===== config.mk =====
export PLATFORM = sky130hd
export DESIGN_NAME = wb_sonar_scan_master
export DESIGN_NICKNAME = d
export VERILOG_FILES = /design/src/rtl/wb_sonar_scan_master_pkg.sv /design/src/rtl/wb_sonar_scan_master.sv
export SDC_FILE = /design/constraint.sdc
export NUM_CORES = 1
export LEC_CHECK = 0
export CORE_MARGIN = 2
export CORE_UTILIZATION = 48
export CTS_BUF_LIST = sky130_fd_sc_hd__clkbuf_8 sky130_fd_sc_hd__clkbuf_16
export DETAILED_ROUTE_END_ITERATION = 8
export PLACE_DENSITY_LB_ADDON = 0.3
export SLEW_MARGIN = 40
export SYNTH_ARGS = -nofsm -noshare
export SYNTH_HDL_FRONTEND = slang
export SYNTH_SLANG_ARGS = --single-unit

===== constraint.sdc =====
create_clock -name wb_clk_i -period 4 [get_ports wb_clk_i]
set_clock_uncertainty 0.05 [all_clocks]
set_input_delay 0.8 -clock wb_clk_i [delete_from_list [all_inputs] [get_ports wb_clk_i]]
set_output_delay 0.8 -clock wb_clk_i [all_outputs]
set_load 0.1 [all_outputs]

===== src/rtl/wb_sonar_scan_master_pkg.sv =====
`default_nettype none
// ============================================================================
// wb_sonar_scan_master_pkg : shared SonarOnChip Wishbone constants and FSM codes
// Revision : 1.0
// ============================================================================
package wb_sonar_scan_master_pkg;

   localparam logic [31:0] WB_USER_BASE = 32'h3000_0000;
   localparam logic [31:0] WB_CH_STRIDE = 32'h0000_0040;
   localparam int          SONAR_DW     = 16;

   localparam logic [2:0] ST_IDLE = 3'd0;
   localparam logic [2:0] ST_REQ  = 3'd1;
   localparam logic [2:0] ST_PUSH = 3'd2;
   localparam logic [2:0] ST_NEXT = 3'd3;
   localparam logic [2:0] ST_DONE = 3'd4;

   // Byte address of register idx in channel ch; wraps modulo 2^32.
   function automatic logic [31:0] ch_addr(input logic [31:0] base,
                                           input logic [31:0] stride,
                                           input logic [3:0]  ch,
                                           input logic [3:0]  idx);
      ch_addr = base + (32'(ch) * stride) + {26'd0, idx, 2'b00};
   endfunction

endpackage
`default_nettype wire


===== src/rtl/wb_sonar_scan_master.sv =====
`default_nettype none
// ============================================================================
// wb_sonar_scan_master : Wishbone classic initiator sweeping sonar channel banks
// Revision : 1.0
// ============================================================================
module wb_sonar_scan_master
   import wb_sonar_scan_master_pkg::*;
#(
   parameter int          N_CH      = 10,
   parameter logic [31:0] BASE_ADDR = 32'h3000_0008,
   parameter logic [31:0] CH_STRIDE = WB_CH_STRIDE,
   parameter int          TIMEOUT   = 16
) (
   input  logic                wb_clk_i,
   input  logic                wb_rst_i,
   input  logic                start_i,
   input  logic                wr_en_i,
   input  logic [3:0]          reg_idx_i,
   input  logic [15:0]         wr_data_i,
   input  logic                abort_i,
   output logic                busy_o,
   output logic                done_o,
   output logic [14:0]         err_mask_o,
   output logic                m_cyc_o,
   output logic                m_stb_o,
   output logic                m_we_o,
   output logic [3:0]          m_sel_o,
   output logic [31:0]         m_adr_o,
   output logic [31:0]         m_dat_o,
   input  logic                m_ack_i,
   input  logic [31:0]         m_dat_i,
   output logic                rd_valid_o,
   input  logic                rd_ready_i,
   output logic [3:0]          rd_ch_o,
   output logic [SONAR_DW-1:0] rd_data_o,
   output logic                rd_err_o
);

   localparam int             TW       = $clog2(TIMEOUT);
   localparam logic [TW-1:0]  TMO_LAST = TW'(TIMEOUT - 1);
   localparam logic [3:0]     CH_LAST  = 4'(N_CH - 1);

   logic [2:0]          state_q, state_d;
   logic [3:0]          ch_q, ch_d;
   logic [TW-1:0]       tmo_q, tmo_d;
   logic                wr_en_q, wr_en_d;
   logic [3:0]          reg_idx_q, reg_idx_d;
   logic [15:0]         wr_data_q, wr_data_d;
   logic [14:0]         err_mask_q, err_mask_d;
   logic                abort_pend_q, abort_pend_d;
   logic                cyc_q, cyc_d;
   logic                we_q, we_d;
   logic [3:0]          sel_q, sel_d;
   logic [31:0]         adr_q, adr_d;
   logic [31:0]         dat_q, dat_d;
   logic                rd_valid_q, rd_valid_d;
   logic [3:0]          rd_ch_q, rd_ch_d;
   logic [SONAR_DW-1:0] rd_data_q, rd_data_d;
   logic                rd_err_q, rd_err_d;
   logic                busy_q, busy_d;
   logic                done_q, done_d;

   logic                launch;
   logic [3:0]          launch_ch;
   logic                launch_we;
   logic [3:0]          launch_idx;
   logic [15:0]         launch_wd;

   logic                unused_dat;
   assign unused_dat = ^m_dat_i[31:16];

   always_comb begin
      state_d      = state_q;
      ch_d         = ch_q;
      tmo_d        = tmo_q;
      wr_en_d      = wr_en_q;
      reg_idx_d    = reg_idx_q;
      wr_data_d    = wr_data_q;
      err_mask_d   = err_mask_q;
      abort_pend_d = abort_pend_q;
      cyc_d        = cyc_q;
      we_d         = we_q;
      sel_d        = sel_q;
      adr_d        = adr_q;
      dat_d        = dat_q;
      rd_valid_d   = rd_valid_q;
      rd_ch_d      = rd_ch_q;
      rd_data_d    = rd_data_q;
      rd_err_d     = rd_err_q;
      busy_d       = busy_q;
      done_d       = 1'b0;
      launch       = 1'b0;
      launch_ch    = ch_q + 4'd1;
      launch_we    = wr_en_q;
      launch_idx   = reg_idx_q;
      launch_wd    = wr_data_q;

      case (state_q)
         ST_IDLE: begin
            if (start_i) begin
               wr_en_d      = wr_en_i;
               reg_idx_d    = reg_idx_i;
               wr_data_d    = wr_data_i;
               err_mask_d   = '0;
               abort_pend_d = 1'b0;
               busy_d       = 1'b1;
               launch       = 1'b1;
               launch_ch    = 4'd0;
               launch_we    = wr_en_i;
               launch_idx   = reg_idx_i;
               launch_wd    = wr_data_i;
            end
         end
         ST_REQ: begin
            abort_pend_d = abort_pend_q | abort_i;
            // An ack arriving on the last allowed cycle still counts as success.
            if (m_ack_i || (tmo_q == TMO_LAST)) begin
               cyc_d = 1'b0;
               we_d  = 1'b0;
               sel_d = 4'h0;
               dat_d = 32'h0;
               if (!m_ack_i) begin
                  err_mask_d = err_mask_q | (15'd1 << ch_q);
               end
               if (wr_en_q) begin
                  state_d = ST_NEXT;
               end else begin
                  state_d    = ST_PUSH;
                  rd_valid_d = 1'b1;
                  rd_ch_d    = ch_q;
                  rd_err_d   = !m_ack_i;
                  rd_data_d  = m_ack_i ? m_dat_i[SONAR_DW-1:0] : '0;
               end
            end else begin
               tmo_d = tmo_q + TW'(1);
            end
         end
         ST_PUSH: begin
            abort_pend_d = abort_pend_q | abort_i;
            if (rd_ready_i) begin
               rd_valid_d = 1'b0;
               state_d    = ST_NEXT;
            end
         end
         ST_NEXT: begin
            if ((ch_q == CH_LAST) || abort_i || abort_pend_q) begin
               state_d = ST_DONE;
               done_d  = 1'b1;
               busy_d  = 1'b0;
            end else begin
               launch = 1'b1;
            end
         end
         ST_DONE: begin
            state_d = ST_IDLE;
         end
         default: begin
            state_d = ST_IDLE;
         end
      endcase

      if (launch) begin
         state_d = ST_REQ;
         ch_d    = launch_ch;
         tmo_d   = '0;
         cyc_d   = 1'b1;
         we_d    = launch_we;
         sel_d   = launch_we ? 4'hF : 4'h0;
         adr_d   = ch_addr(BASE_ADDR, CH_STRIDE, launch_ch, launch_idx);
         dat_d   = launch_we ? {{16{launch_wd[15]}}, launch_wd} : 32'h0;
      end
   end

   always_ff @(posedge wb_clk_i or negedge wb_rst_i) begin
      if (!wb_rst_i) begin
         state_q      <= ST_IDLE;
         ch_q         <= '0;
         tmo_q        <= '0;
         wr_en_q      <= 1'b0;
         reg_idx_q    <= '0;
         wr_data_q    <= '0;
         err_mask_q   <= '0;
         abort_pend_q <= 1'b0;
         cyc_q        <= 1'b0;
         we_q         <= 1'b0;
         sel_q        <= '0;
         adr_q        <= '0;
         dat_q        <= '0;
         rd_valid_q   <= 1'b0;
         rd_ch_q      <= '0;
         rd_data_q    <= '0;
         rd_err_q     <= 1'b0;
         busy_q       <= 1'b0;
         done_q       <= 1'b0;
      end else begin
         state_q      <= state_d;
         ch_q         <= ch_d;
         tmo_q        <= tmo_d;
         wr_en_q      <= wr_en_d;
         reg_idx_q    <= reg_idx_d;
         wr_data_q    <= wr_data_d;
         err_mask_q   <= err_mask_d;
         abort_pend_q <= abort_pend_d;
         cyc_q        <= cyc_d;
         we_q         <= we_d;
         sel_q        <= sel_d;
         adr_q        <= adr_d;
         dat_q        <= dat_d;
         rd_valid_q   <= rd_valid_d;
         rd_ch_q      <= rd_ch_d;
         rd_data_q    <= rd_data_d;
         rd_err_q     <= rd_err_d;
         busy_q       <= busy_d;
         done_q       <= done_d;
      end
   end

   assign busy_o     = busy_q;
   assign done_o     = done_q;
   assign err_mask_o = err_mask_q;
   assign m_cyc_o    = cyc_q;
   assign m_stb_o    = cyc_q;
   assign m_we_o     = we_q;
   assign m_sel_o    = sel_q;
   assign m_adr_o    = adr_q;
   assign m_dat_o    = dat_q;
   assign rd_valid_o = rd_valid_q;
   assign rd_ch_o    = rd_ch_q;
   assign rd_data_o  = rd_data_q;
   assign rd_err_o   = rd_err_q;

endmodule
`default_nettype wire


==> results of run 1 <==
[worst reg2reg max path, stage by stage (launching register included)]
cell and delay [ns]:
dfrtp_1 0.52, or4b_1 0.87, buf_4 0.34, o21ai_2 0.19
and3_1 0.40, a22o_1 0.19
[per-stage QoR]
step           utilization [%]  cell area, µm²  setup slack (ns)
4_1_cts                   58.8            5360              1.07
5_1_grt                   58.9            5370             0.987
2_1_floorplan                -            4530              1.32
3_5_place_dp              56.8            5170             0.688
6_report                  58.9            5370              1.07
3_3_place_gp              61.6            5610             0.749
[metal layers]
layer  vias up  track usage (%)  wire (µm)
met5         -                0          0
met3        10             4.04        634
met4         0             5.48         80
li1       1567                -          -
met1      1612             29.2       4550
met2       141             29.8       4310
[state kept, by name, summed over array words and instances (netlist names)]
signal / flops
rd_data_o: 16
busy_o: 1
abort_pend_q: 1
tmo_q: 4
rd_valid_o: 1
m_dat_o: 16
done_o: 1
wr_en_q: 1
state_q: 3
m_sel_o: 1
m_adr_o: 10
ch_q: 4
err_mask_o: 15
rd_err_o: 1
rd_ch_o: 4
wr_data_q: 16
reg_idx_q: 4
m_cyc_o: 1
[cell families after synthesis]
family | count (synthesis) | share of synthesized area [%]
other | 1 | 0.0842
xor gates and xnor gates | 9 | 1.77
buffers and inverters | 73 | 10.3
muxes | 4 | 0.983
DFF | 100 | 56.2
AOI/OAI and AO/OA | 79 | 13.1
adders and majority gates | 8 | 2.25
and+or+nand+nor | 146 | 15.3
[final cells by class]
class | count | area (µm²)
Fill cell | 786 | 3740
Timing Repair Buffer | 138 | 916
Tap cell | 111 | 139
Sequential cell | 100 | 2500
Inverter | 8 | 30.0
Multi-Input combinational cell | 267 | 1590
Clock inverter | 6 | 66.3
Clock buffer | 9 | 124
[layout by cell type, fill, tap and decap left out, types with 2 or more instances in the layout]
master,n
dfrtp_1,100
buf_2,89
nand2_1,86
clkdlybuf4s50_1,41
a22o_1,39
conb_1,21
nand3_1,19
nor2_1,13
a21oi_1,12
o21ai_0,11
inv_1,9
clkbuf_8,9
and3_1,8
ha_1,8
buf_4,8
a31oi_1,6
xnor2_1,5
xor2_1,4
mux2_2,3
nand3b_1,3
nand2b_1,2
o21ai_2,2
or3_1,2
a211oi_1,2
clkinvlp_4,2
[worst max-delay path by stage]
stage,startpoint,to,cells after the start
2_1_floorplan,start_i,m_adr_o[7],10
3_3_place_gp,start_i,m_dat_o[10],5
3_5_place_dp,start_i,err_mask_o[13],6
4_1_cts,start_i,err_mask_o[13],6
5_1_grt,start_i,err_mask_o[11],6
6_report,start_i,err_mask_o[13],6
==> results.md, run 1 <==
* Synthesis Warnings at 0
* Top post-synthesis cells by count: dfrtp_1 (100), nand2_1 (86), buf_4 (43), a22o_1 (39), nand3_1 (19)
* Initial antenna violation count at 0
* Die W at 100 µm
* Post-synth top flop: dfrtp_1
* Crit-path cells: clkdlybuf4s50_1, or4b_1, buf_4, o21ai_2, and3_1, a22o_1
* Register area share after synthesis at 56.2%
* R2R setup slack at 1.39 ns
* DRC at 0
* Num ports at 169
* Mapped Cells at 420
* Reg2Reg Depth at 5
* Setup Viol. Count Final at 0
* Via Count at 3330
* Pin count of the biggest net entering global routing at 40
* Hold WC Path Type: in -> async
* Drt first-iter violations at 137
* Final hold slack at 0.349 ns
* # H-tree levels at 3
* Count leader, synth: dfrtp_1
* Bufs and invs on worst path at 2
* Max-cap viol count at 0
* Status: complete, no violations
* Num CTS Buffers at 9
* Mapped Area at 4450 µm²
* # Post-CTS Setup Buffers at 0
* Clock root cell: clkbuf_8
* Leading post-synthesis cells by cell area: dfrtp_1 (56%), a22o_1 (7.7%), buf_4 (7.2%)
* Max Clk Rate at 341 MHz
* Worst setup SP type: primary input
* RSZ-0062 raised after global routing: no
* Post-Route Setup TNS at 0 ns
* RR Startpoint: state_q[1]
* Die H at 100 µm
* GR Overflow Total at 0
* Routed len/inst at 15.0 µm
* First-pass GRT wire length at 15800 µm
* GRT Util Overall at 19.8%
* CTS tree: built
* PortBufs at 131
* Crit path largest cell delay at 0.76 ns
* Die area at 10100 µm²
* Kind of cell adding the most delay to the critical path: simple AND/OR/NAND/NOR gates
* # hold bufs at CTS at 0
* # rows at 35
* Starting Density at 48.9%
* FFs w/ async S/R, synth at 100%
* Worst slew pin tran at 0.771 ns
* Final ANT Viol Nets at 0
* Worst setup EP type: register
* Relative slew slack at 48.6%
* Mean Syn Cell Area at 10.6 µm²
* Placer congestion estimate at 0.813
* Worst skew pair latency at 0.36 ns
* Worst Path Class, Setup: in -> reg
* Post-synth top area share at 56.2%
* Final Net Count at 591
* Final Cycle Share at 73.3%
* Pins Over Slew Limit at 0
* Clock tree buffer depth at 2
* Max FO, Critical Path at 17
* Worst-path clk slew at 0.10 ns
* Final WL at 9570 µm
* Worst Path Required at 4.25 ns
* DP Wirelength at 6710 µm
* CP max-delay cell: or4b_1
* Vias/cell at 5.21
* FF+latch count, synth at 100
* Number of global-route vias before repair at 3129
* Area delta synth->final at 20.5%
* Final std cells w/o fill at 639
* Final Critical Period at 2.93 ns
* Core area at 9110 µm²
* Post-synth cell types at 46
* CP Data Arrival Time at 3.18 ns
* Post_cts resized at 0
* Sinks on Clock Net at 100
* Layout cell share with drive strength beyond 1 at 23.7%
* Synth area leader: dfrtp_1
* # diodes at 0
* Hold Vio Cnt, Final at 0
* Reg2reg end: err_mask_o[13]
* Number of flops mapped to enable cells by yosys at 0
* Placed Cells incl. Taps at 624
* Drt pass-1 iters at 4
Power of run 1 is left out: the tool's default activity adds up to more than one toggle a clock period on the data nets, which glitch-free logic cannot reach.
==> run 2, diff against run 1 <==
--- a/config.mk
+++ b/config.mk
@@ -6,7 +6,7 @@
 export NUM_CORES = 1
 export LEC_CHECK = 0
 export CORE_MARGIN = 2
-export CORE_UTILIZATION = 48
+export CORE_UTILIZATION = 40
 export CTS_BUF_LIST = sky130_fd_sc_hd__clkbuf_8 sky130_fd_sc_hd__clkbuf_16
 export DETAILED_ROUTE_END_ITERATION = 8
 export PLACE_DENSITY_LB_ADDON = 0.3
==> constraint.sdc (replaced) <==
create_clock -name wb_clk_i -period 2.4 [get_ports wb_clk_i]
set_clock_uncertainty 0.05 [all_clocks]
set_input_delay 0.48 -clock wb_clk_i [delete_from_list [all_inputs] [get_ports wb_clk_i]]
set_output_delay 0.48 -clock wb_clk_i [all_outputs]
set_load 0.1 [all_outputs]
==> run 2 against run 1 <==
Net effect: first-iteration DRC count fell by 18%; sequential cell count did not move; global-route usage fell by 2.3 points; non-clock buffer count rose by 21; die area rose by 19%; critical path depth did not move; cell count rose by 8.0%; sequential share of layout area fell by 3.8 points; setup slack got worse by 0.85 ns; critical path type is now reg -> reg; highest routed layer unchanged.
==> results.md, run 2 (synthesis gave the netlist of run 1 again) <==
* Pins Over Slew Limit at 0 (unchanged)
* PortBufs at 131 (unchanged)
* Status: complete, no violations (unchanged)
* Pin count of the biggest net entering global routing at 44 (was 40)
* Clock tree buffer depth at 2 (unchanged)
* Final Cycle Share at 90.8%
* First-pass GRT wire length at 16200 µm (was 15800 µm)
* Worst Path Required at 2.59 ns (was 4.25 ns)
* # rows at 38 (was 35)
* Placed Cells incl. Taps at 674 (was 624)
* Final std cells w/o fill at 690 (was 639)
* RSZ-0062 raised after global routing: no (unchanged)
* Area delta synth->final at 31.4% (was 20.5%)
* # hold bufs at CTS at 0 (unchanged)
* # H-tree levels at 3 (unchanged)
* Die W at 110 µm (was 100 µm)
* Worst slew pin tran at 0.571 ns (was 0.771 ns)
* Commonest non-fill, non-tap cell in the layout: buf_4 (was dfrtp_1)
* Final Net Count at 612 (was 591)
* Post-Route Setup TNS at 0 ns (unchanged)
* Max FO, Critical Path at 5 (was 17)
* Final hold slack at 0.0275 ns (was 0.349 ns)
* Drt first-iter violations at 112 (was 137)
* Worst Path Class, Setup: reg -> reg (was in -> reg)
* Worst skew pair latency at 0.35 ns (was 0.36 ns)
* Final WL at 10200 µm (was 9570 µm)
* Via Count at 3420 (was 3330)
* CTS tree: built (unchanged)
* Core area at 10800 µm² (was 9110 µm²)
* Max-cap viol count at 0 (unchanged)
* R2R setup slack at 0.22 ns (was 1.39 ns)
* Num CTS Buffers at 9 (unchanged)
* Drt pass-1 iters at 4 (unchanged)
* Max Clk Rate at 459 MHz
* # Post-CTS Setup Buffers at 0 (unchanged)
* Setup Viol. Count Final at 0 (unchanged)
* Clock root cell: clkbuf_8 (unchanged)
* Hold WC Path Type: in -> async (unchanged)
* Layout cell share with drive strength beyond 1 at 26.7% (was 23.7%)
* DP Wirelength at 7440 µm (was 6710 µm)
* Leading cell types in the layout, fill and taps excluded: buf_4 (116), dfrtp_1 (100), nand2_1 (86), clkdlybuf4s50_1 (41), a22o_1 (39) (was dfrtp_1 (100), buf_2 (89), nand2_1 (86), clkdlybuf4s50_1 (41), a22o_1 (39))
* Sinks on Clock Net at 100 (unchanged)
* Final Critical Period at 2.18 ns
* Placer congestion estimate at 0.778 (was 0.813)
* Worst setup SP type: register (was primary input)
* Die H at 110 µm (was 100 µm)
* Routed len/inst at 14.8 µm (was 15.0 µm)
* Final instance area at 5850 µm² (was 5370 µm²)
* Worst-path clk slew at 0.10 ns (about the same)
* Num ports at 169 (unchanged)
* Hold Vio Cnt, Final at 0 (unchanged)
* GR Overflow Total at 0 (unchanged)
* Starting Density at 41.1% (was 48.9%)
* # fillers at 998 (was 786)
* DRC at 0 (unchanged)
* Worst setup EP type: register (unchanged)
* CP Data Arrival Time at 2.37 ns (was 3.18 ns)
* # diodes at 0 (unchanged)
* Vias/cell at 4.96 (was 5.21)
* Post_cts resized at 0 (unchanged)
* Initial antenna violation count at 0 (unchanged)
* GRT Util Overall at 17.4% (was 19.8%)
* Die area at 12000 µm² (was 10100 µm²)
* Final ANT Viol Nets at 0 (unchanged)
* Relative slew slack at 61.8% (was 48.6%)
* DP Area at 5610 µm² (was 5170 µm²)
* Number of global-route vias before repair at 3244 (was 3129)
run 2: cell types whose count changed in the layout (fill, tap and decap cells not counted), sizes merged:
cell      change
clkinvlp      -2
buf          +21
bufinv        +1
clkbuf        +2
run 2: area by class of cell:
cell class / instances / area, µm² / area share, %
Sequential cell: 100 / 2500 / 42.8
Multi-Input combinational cell: 267 / 1590 / 27.2
Timing Repair Buffer: 159 / 1320 / 22.6
Tap cell: 140 / 175 / 2.99
Clock buffer: 11 / 151 / 2.59
Clock inverter: 5 / 76.3 / 1.30
Inverter: 8 / 30.0 / 0.513
run 2: layer usage:
layer  vias to the layer above  track usage, %  part of all wire, %  wire length (µm)
li1                       1616               -                    -                 -
met2                       121            27.3                   47              4770
met1                      1671            24.5                   46              4690
met3                        12            2.67                  5.6               576
met5                         -               0                    0                 0
met4                         0            6.33                  1.8               188
run 2: through the flow:
step / setup slack (ns) / util [%]
3_3_place_gp: -0.208 / 51.7
4_1_cts: 0.0535 / 53.8
6_report: 0.220 / 54.0
3_5_place_dp: -0.271 / 51.7
2_1_floorplan: 0.00588 / -
5_1_grt: 0.0633 / 54.0
run 2: critical path, stage by stage, from the launching register on:
cell and delay [ns]:
dfrtp_1 0.44, inv_1 0.11, ha_1 0.23, and3b_1 0.26, o31ai_2 0.43, buf_4 0.21, mux2_2 0.33
run 2: worst paths after layout:
kind,start,endpoint,cells after the start
setup / recovery,ch_q[1],m_adr_o[4],6
hold / removal,wb_rst_i,err_mask_o[6],1
setup reg to reg,ch_q[1],m_adr_o[4],6
hold reg to reg,wr_data_q[6],wr_data_q[6],2
max in group asynchronous,wb_rst_i,state_q[2],2
min in group wb_clk_i,wr_data_q[6],wr_data_q[6],2
Power of run 2 is left out for the same reason.
==> run 3, diff against run 2 <==
--- a/config.mk
+++ b/config.mk
@@ -5,7 +5,6 @@
 export SDC_FILE = /design/constraint.sdc
 export NUM_CORES = 1
 export LEC_CHECK = 0
-export CORE_MARGIN = 2
 export CORE_UTILIZATION = 40
 export CTS_BUF_LIST = sky130_fd_sc_hd__clkbuf_8 sky130_fd_sc_hd__clkbuf_16
 export DETAILED_ROUTE_END_ITERATION = 8
==> run 3 against run 2 <==
Net effect: sequential share of layout area did not move; sequential cell count did not move; cell count fell by 0.14%; register-to-register slack improved by 0.02 ns; design area did not move; worst hold slack improved by 0.042 ns; wire length fell by 4.9%; setup slack improved by 0.013 ns; count of clock-buffer cells in the layout fell by 1; global-route usage fell by 0.064 points; critical endpoint is now m_adr_o[7].
==> results.md, run 3 (synthesis gave the netlist of run 1 again) <==
* Relative slew slack at 57.7% (was 61.8%)
* RSZ-0062 raised after global routing: no (unchanged)
* Setup ws final at 0.232 ns (was 0.220 ns)
* Multi-input gate area at 1600 µm² (was 1590 µm²)
* DP Wirelength at 6980 µm (was 7440 µm)
* # Post-CTS Setup Buffers at 0 (unchanged)
* Worst setup SP type: primary input (was register)
* Final WL at 9720 µm (was 10200 µm)
* Die H at 108 µm (was 110 µm)
* CTS tree: built (unchanged)
* Drt first-iter violations at 160 (was 112)
* Sinks on Clock Net at 100 (unchanged)
* Crit path largest cell delay at 0.56 ns (was 0.44 ns)
* CP max-delay cell: or4b_1 (was dfrtp_1)
* Routed len/inst at 14.1 µm (was 14.8 µm)
* # diodes at 0 (unchanged)
* # fillers at 973 (was 998)
* Post-place setup slack at -0.257 ns (was -0.271 ns)
* Number of global-route vias before repair at 3157 (was 3244)
* Max Clk Rate at 461 MHz (was 459 MHz)
* Vias/cell at 4.85 (was 4.96)
* Starting Density at 41.1% (unchanged)
* Die area at 11600 µm² (was 12000 µm²)
* Status: complete, no violations (unchanged)
* Placer congestion estimate at 0.838 (was 0.778)
* Reg2Reg Depth at 6 (unchanged)
* Kind of cell adding the most delay to the critical path: simple AND/OR/NAND/NOR gates (was flip-flops)
* Core area at 10800 µm² (unchanged)
* Crit-path cells: clkdlybuf4s50_1, or4b_1, nand2_1, nand2_1, ha_1, nand3_1, xor2_1, a211oi_1 (was inv_1, ha_1, and3b_1, o31ai_2, buf_4, mux2_2)
* CP Data Arrival Time at 2.39 ns (was 2.37 ns)
* Setup Viol. Count Final at 0 (unchanged)
* Worst setup EP type: register (unchanged)
* Num ports at 169 (unchanged)
* Die W at 108 µm (was 110 µm)
* Worst slew pin tran at 0.634 ns (was 0.571 ns)
* Top cell by count, worst path: nand2_1
* Drt pass-1 iters at 4 (unchanged)
* # hold bufs at CTS at 0 (unchanged)
* Initial antenna violation count at 0 (unchanged)
* Worst path depth at 8 (was 6)
* GR Overflow Total at 0 (unchanged)
* Post-Route Setup TNS at 0 ns (unchanged)
* Layout cell share with drive strength beyond 1 at 26.8% (was 26.7%)
* Max-cap viol count at 0 (unchanged)
* First-pass GRT wire length at 15600 µm (was 16200 µm)
* Commonest non-fill, non-tap cell in the layout: buf_4 (unchanged)
* Pin count of the biggest net entering global routing at 50 (was 44)
* Clock tree buffer depth at 2 (unchanged)
* Worst-path clk slew at 0.10 ns (about the same)
* GRT Util Overall at 17.3% (was 17.4%)
* Hold Vio Cnt, Final at 0 (unchanged)
* Sequential cell area at 2500 µm² (unchanged)
* Max FO, Critical Path at 6 (was 5)
* DRC at 0 (unchanged)
* Num CTS Buffers at 9 (unchanged)
* Clock root cell: clkbuf_8 (unchanged)
* Area delta synth->final at 31.4% (unchanged)
* # rows at 38 (unchanged)
* Leading cell types in the layout, fill and taps excluded: buf_4 (115), dfrtp_1 (100), nand2_1 (86), clkdlybuf4s50_1 (41), a22o_1 (39) (was buf_4 (116), dfrtp_1 (100), nand2_1 (86), clkdlybuf4s50_1 (41), a22o_1 (39))
* # H-tree levels at 3 (unchanged)
* Bufs and invs on worst path at 1 (was 2)
* Post_cts resized at 0 (unchanged)
* Worst Path Class, Setup: in -> reg (was reg -> reg)
* Pins Over Slew Limit at 0 (unchanged)
* Worst skew pair latency at 0.37 ns (was 0.35 ns)
* Final Net Count at 611 (was 612)
* Final ANT Viol Nets at 0 (unchanged)
* Worst Path Required at 2.62 ns (was 2.59 ns)
* Via Count at 3339 (was 3420)
* Final Critical Period at 2.17 ns (was 2.18 ns)
* Hold WC Path Type: in -> async (unchanged)
* Final Cycle Share at 90.3% (was 90.8%)
* PortBufs at 131 (unchanged)
## run 3: path summary, 6_finish.rpt
check,from,to,slack (ns)
min in group wb_clk_i,reg_idx_q[0],reg_idx_q[0],0.43
setup reg to reg,ch_q[0],m_adr_o[10],0.24
hold reg to reg,reg_idx_q[0],reg_idx_q[0],0.43
max in group asynchronous,wb_rst_i,ch_q[0],1.55
hold / removal,wb_rst_i,err_mask_o[9],0.07
setup / recovery,start_i,m_adr_o[7],0.23
## run 3: cell type report
cell class | instances | area share, %
multi-input combinational | 267 | 27.3
clock inverter | 6 | 1.58
inverter | 8 | 0.513
clock buffer | 10 | 2.35
tap | 140 | 2.99
timing repair buffer | 158 | 22.5
sequential | 100 | 42.8
## run 3: per-layer routing
metal  track usage [%]  vias up  part of all wire (%)
met5                 0        -                     0
met4              7.34        0                   1.7
met3              3.03       13                   6.0
met2              26.3      127                    47
met1              24.4     1587                    45
li1                  -     1612                     -
## run 3: per-stage QoR
stage | hold WS (ns) | utilization [%] | instance area (µm²) | instances
floorplan | 0.134 | - | 4530 | 440
global placement | 0.403 | 51.7 | 5600 | 673
detailed placement | 0.409 | 51.7 | 5600 | 673
CTS | 0.0848 | 53.8 | 5830 | 689
global route | 0.115 | 54.0 | 5850 | 689
finish | 0.0697 | 54.0 | 5850 | 689
Power of run 3 is left out for the same reason.
